**src/rtl/ifu_fetch_pkg.sv**
```systemverilog
// Shared fetch-stage definitions: next-PC kind encodings, reset PC, NOP word
// and the branch-target helper.
package ifu_fetch_pkg;

  typedef enum logic [2:0] {
    NPC_SEQ  = 3'd0,
    NPC_BEQ  = 3'd1,
    NPC_BNE  = 3'd2,
    NPC_BGEZ = 3'd3,
    NPC_BLTZ = 3'd4,
    NPC_J    = 3'd5,
    NPC_JR   = 3'd6,
    NPC_RSVD = 3'd7
  } npc_op_e;

  localparam logic [31:0] PC_RESET_DEF = 32'h0000_3000;
  localparam logic [31:0] NOP_WORD_DEF = 32'h0000_0000;
  localparam int unsigned IM_WORDS_DEF = 4096;

  function automatic logic [31:0] branch_target(input logic [31:0] pc_id,
                                                input logic [15:0] imm16);
    return pc_id + 32'd4 + {{14{imm16[15]}}, imm16, 2'b00};
  endfunction

endpackage

```
**src/rtl/ifu_fetch_npc_calc.sv**
```systemverilog
// Combinational next-PC resolution: taken decision for the instruction in ID
// plus target selection; falls back to sequential pc+4.
module npc_calc
  import ifu_fetch_pkg::*;
(
  input  logic [2:0]  npc_op,
  input  logic [31:0] pc,
  input  logic [31:0] pc_id,
  input  logic [15:0] imm16,
  input  logic [25:0] idx26,
  input  logic [31:0] rs_val,
  input  logic        eql,
  input  logic        ltz,
  output logic [31:0] npc
);

  npc_op_e     op;
  logic        taken;
  logic [31:0] target;

  always_comb begin
    op     = npc_op_e'(npc_op);
    taken  = 1'b0;
    target = branch_target(pc_id, imm16);
    case (op)
      NPC_BEQ:  taken = eql;
      NPC_BNE:  taken = !eql;
      NPC_BGEZ: taken = !ltz;
      NPC_BLTZ: taken = ltz;
      NPC_J: begin
        taken  = 1'b1;
        target = {pc_id[31:28], idx26, 2'b00};
      end
      NPC_JR: begin
        taken  = 1'b1;
        target = rs_val;
      end
      default:  taken = 1'b0;
    endcase
    npc = taken ? target : pc + 32'd4;
  end

endmodule

```
**src/rtl/ifu_fetch.sv**
```systemverilog
// Instruction-fetch stage: PC register, instruction-memory addressing,
// sticky fetch-fault detection and accepted-fetch counter.
module ifu_fetch
  import ifu_fetch_pkg::*;
#(
  parameter logic [31:0] PC_RESET = PC_RESET_DEF,
  parameter int unsigned IM_WORDS = IM_WORDS_DEF,
  parameter logic [31:0] NOP_WORD = NOP_WORD_DEF,
  localparam int unsigned AW      = $clog2(IM_WORDS)
) (
  input  logic          clk,
  input  logic          rst,
  input  logic          en,
  input  logic [2:0]    npc_op,
  input  logic [31:0]   pc_id,
  input  logic [15:0]   imm16,
  input  logic [25:0]   idx26,
  input  logic [31:0]   rs_val,
  input  logic          eql,
  input  logic          ltz,
  output logic [AW-1:0] im_addr,
  input  logic [31:0]   im_rdata,
  output logic [31:0]   instr_if,
  output logic [31:0]   pc_if,
  output logic          fault,
  output logic [31:0]   fetch_cnt
);

  localparam logic [32:0] IM_BYTES = 33'(IM_WORDS) << 2;

  logic [31:0] pc;
  logic [31:0] pc_off;
  logic [31:0] npc;
  logic        in_range;
  logic        fault_det;

  npc_calc u_npc_calc (
    .npc_op (npc_op),
    .pc     (pc),
    .pc_id  (pc_id),
    .imm16  (imm16),
    .idx26  (idx26),
    .rs_val (rs_val),
    .eql    (eql),
    .ltz    (ltz),
    .npc    (npc)
  );

  // Unsigned offset compare also catches PCs below PC_RESET (they wrap high).
  always_comb begin
    pc_off    = pc - PC_RESET;
    in_range  = {1'b0, pc_off} < IM_BYTES;
    fault_det = (pc[1:0] != 2'b00) || !in_range;
    im_addr   = pc_off[AW+1:2];
    pc_if     = pc;
    instr_if  = (fault || fault_det) ? NOP_WORD : im_rdata;
  end

  // On the detect edge the PC is held so the faulting address stays visible;
  // the counter still steps because fault was not yet set on that edge.
  always_ff @(posedge clk) begin
    if (rst) begin
      pc        <= PC_RESET;
      fault     <= 1'b0;
      fetch_cnt <= '0;
    end else if (en && !fault) begin
      fetch_cnt <= fetch_cnt + 32'd1;
      if (fault_det) fault <= 1'b1;
      else           pc    <= npc;
    end
  end

endmodule

```
**config.mk**
```make
export PLATFORM = sky130hd
export DESIGN_NAME = ifu_fetch
export DESIGN_NICKNAME = d
export VERILOG_FILES = /design/src/rtl/ifu_fetch_pkg.sv /design/src/rtl/ifu_fetch_npc_calc.sv /design/src/rtl/ifu_fetch.sv
export SDC_FILE = /design/constraint.sdc
export NUM_CORES = 1
export LEC_CHECK = 0
export BUFFER_PORTS_ARGS = -buffer_cell sky130_fd_sc_hd__buf_2
export CAP_MARGIN = 20
export CORE_MARGIN = 1
export CORE_UTILIZATION = 40
export CTS_BUF_LIST = sky130_fd_sc_hd__clkbuf_8
export DETAILED_ROUTE_END_ITERATION = 7
export GPL_TIMING_DRIVEN = 0
export HOLD_SLACK_MARGIN = 0.1
export PLACE_DENSITY = 0.68
export SLEW_MARGIN = 30
export SYNTH_ARGS = -nofsm -noshare
export SYNTH_HDL_FRONTEND = slang
export SYNTH_HIERARCHICAL = 1
export SYNTH_SLANG_ARGS = --single-unit
```
**constraint.sdc**
```tcl
create_clock -name clk -period 3.9 [get_ports clk]
set_input_delay 0.78 -clock clk [delete_from_list [all_inputs] [get_ports clk]]
set_output_delay 0.78 -clock clk [all_outputs]
set_load 0.01 [all_outputs]
```
==> results.sh <==
export IMPL_cts_sinks=65
export IMPL_post_route_drc_count=0
export IMPL_final_cells=1341
export IMPL_num_vias=7463
export IMPL_grt_max_degree=16
export IMPL_diodes=0
export IMPL_portBuffers=253
export IMPL_status="complete, no violations"
export IMPL_syn_area_per_cell_um2=7.71
export IMPL_synth_edf_count=0
export IMPL_wl_per_cell_um=16.4
export IMPL_syn_inst=855
export IMPL_ys_top_cells_by_area="dfxtp_1, ha_1, xor2_1"
export IMPL_drtIter0Drc=577
export IMPL_ir_drop_mv=0.508
export IMPL_cts_path_max_buffers=2
export IMPL_crit_path_max_fanout=12
export IMPL_wl_um=22000
export IMPL_design_power_total_mw=6.54
export IMPL_gp_congestion=0.923
export IMPL_core_area_um2=16000
export IMPL_worst_pin_slew_ns=0.870
export IMPL_ys_ff_latch=65
export IMPL_layout_nets=1327
export IMPL_initial_core_util_pct=41.2
export IMPL_hpwl_um=17700
export IMPL_hold_path_class="register to register"
export IMPL_path_clk_slew_ns=0.09
export IMPL_syn_cell_area_um2=6590
export IMPL_place_ws_ns=-0.0472
export IMPL_cts_root_buf="clkbuf_8"
export IMPL_viasPerCell=5.57
export IMPL_area_delta_synth_final_pct=26.6
export IMPL_drive_gt1_share_pct=27.8
export IMPL_yosys_warnings=6
export IMPL_cts_tree="done"
export IMPL_synthesis_nets=1062
export IMPL_maxCapViolCount=0
export IMPL_clk_latency_ns=0.37
export IMPL_rows=46
export IMPL_yosysTopAreaCellShare_pct=19.7
export IMPL_htreeDepth=3
export IMPL_finalWorstPathRequiredPeriod_ns=3.64
export IMPL_synth_cell_type_count=69
export IMPL_cts_hold_buffers=0
export IMPL_cts_buffers=9
export IMPL_grt_first_pass_wirelength_um=33700
export IMPL_skew_ns=0.0117
export IMPL_yosys_area_top_type="dfxtp_1"
export IMPL_startpoint_type="register"
export IMPL_cp_end_kind="output port"
export IMPL_die_w_um=130
export IMPL_design_portCount=255
export IMPL_leakagePower_nw=3.87
export IMPL_grt_overflow=0
export IMPL_nFillCells=1637
export IMPL_min_period_over_period_pct=93.3
export IMPL_die_area_um2=17000
export IMPL_finalSetupTns_ns=0
export IMPL_dp_cells=1324
export IMPL_rsz0062_at_grt="no"
export IMPL_ys_seq_area_share_pct=19.7
export IMPL_crit_required_ns=3.12
export IMPL_fin_hold_ws_ns=0.506
export IMPL_die_height_um=130
export IMPL_antenna_found_initial=0
export IMPL_grt_pass1_vias=6598
export IMPL_finalSetupViolations=0
export IMPL_hold_viol=0
export IMPL_max_freq_mhz=275
export IMPL_synthFlopType="dfxtp_1"
export IMPL_drtAntennaViolNets=0
export IMPL_dr_pass1_iters=5
export IMPL_setup_ws_ns=0.263
export IMPL_layout_commonest_cell="buf_2"
export IMPL_async_flop_share_pct=0
export IMPL_powerDensity_nw_per_um2=783
export IMPL_grt_use_total_pct=25.3
export IMPL_relSlewSlack_pct=41.5
export IMPL_critPathKind="register to output port"
export IMPL_rrSetupSlack_ns=1.19
export IMPL_mostFrequentLayoutCells="buf_2, nor2_1, dfxtp_1"
export IMPL_slew_violations=0
export IMPL_worstPathArrival_ns=2.86
==> registers in the layout (all words and copies together) (netlist names) <==
register,flops
fault,1
fetch_cnt,32
pc_if,32
==> area by class of cell <==
| cell class | count | area [um2] | share of cell area [%] |
|---|---|---|---|
| buffer | 57 | 300 | 3.60 |
| clock inverter | 7 | 83.8 | 1.00 |
| timing repair buffer | 254 | 1270 | 15.3 |
| tap | 216 | 270 | 3.24 |
| multi-input combinational | 716 | 4930 | 59.1 |
| inverter | 17 | 63.8 | 0.764 |
| clock buffer | 9 | 124 | 1.48 |
| sequential | 65 | 1300 | 15.6 |
==> Yosys cell counts, drive strengths merged (12+ instances only) <==
library cell,number
o31ai,14
nor2,82
clkbuf,32
ha,60
nand4,36
a21o,14
nand3,26
nand2,61
buf,25
a41oi,19
nor3,12
o21ai,54
and2,37
a21oi,60
inv,17
xor2,43
xnor2,36
dfxtp,65
==> where the power goes <==
group	internal, mW	switching (mW)	total (mW)
clock	0.307	0.316	0.623
combinational	2.03	2.72	4.75
sequential	0.810	0.348	1.16
total	3.15	3.39	6.54
==> path summary, 6_finish.rpt <==
check                       startpoint                        end  depth (start not counted)
min reg2reg  fetch_cnt[1]$_SDFFE_PP0P_  fetch_cnt[1]$_SDFFE_PP0P_                          2
min          fetch_cnt[1]$_SDFFE_PP0P_  fetch_cnt[1]$_SDFFE_PP0P_                          2
max             pc_if[12]$_SDFFE_PP1P_                instr_if[1]                         10
max reg2reg      pc_if[7]$_SDFFE_PP0P_     pc_if[31]$_SDFFE_PP0P_                         10
==> stage by stage <==
stage	cell area, um2	util [%]
final	8350	52.2
after global routing	8350	52.2
after CTS	8340	52.1
after detailed placement	8130	50.8
after global placement	8130	50.8
after floorplan	6590	-
==> metal layers <==
layer,share of wire [%],GRT usage (%),up-vias
li1,-,-,3720
met1,47,35.6,3460
met2,46,40.1,260
met3,6.3,3.99,23
met4,1.6,6.56,0
met5,0,0,-
==> logic make-up after synthesis <==
family | after synthesis | share of synthesized area [%]
AO/OA/AOI/OAI | 247 | 25.6
XOR/XNOR | 79 | 10.5
adder cells (fa/ha/maj) | 61 | 11.7
buffers and inverters | 74 | 5.52
flip-flops | 65 | 19.7
multiplexers | 5 | 0.759
AND/OR/NAND/NOR | 324 | 26.2
==> worst max-delay path, cell delays in order, from the launching register on <==
cell      delay [ns]
dfxtp_1         0.45
ha_1            0.33
nor3_2          0.22
nand2_1         0.10
o31ai_2         0.36
nand3b_1        0.18
nor4_4          0.27
buf_4           0.19
buf_6           0.12
and2_1          0.14
buf_2           0.13
==> timing repair <==
action,in CTS,in global routing
resized for setup,0,1
setup buffers,0,1
endpoints found under the hold margin,0,0
setup endpoints to repair,0,30
No activity file was read; power rests on OpenSTA's default activity.
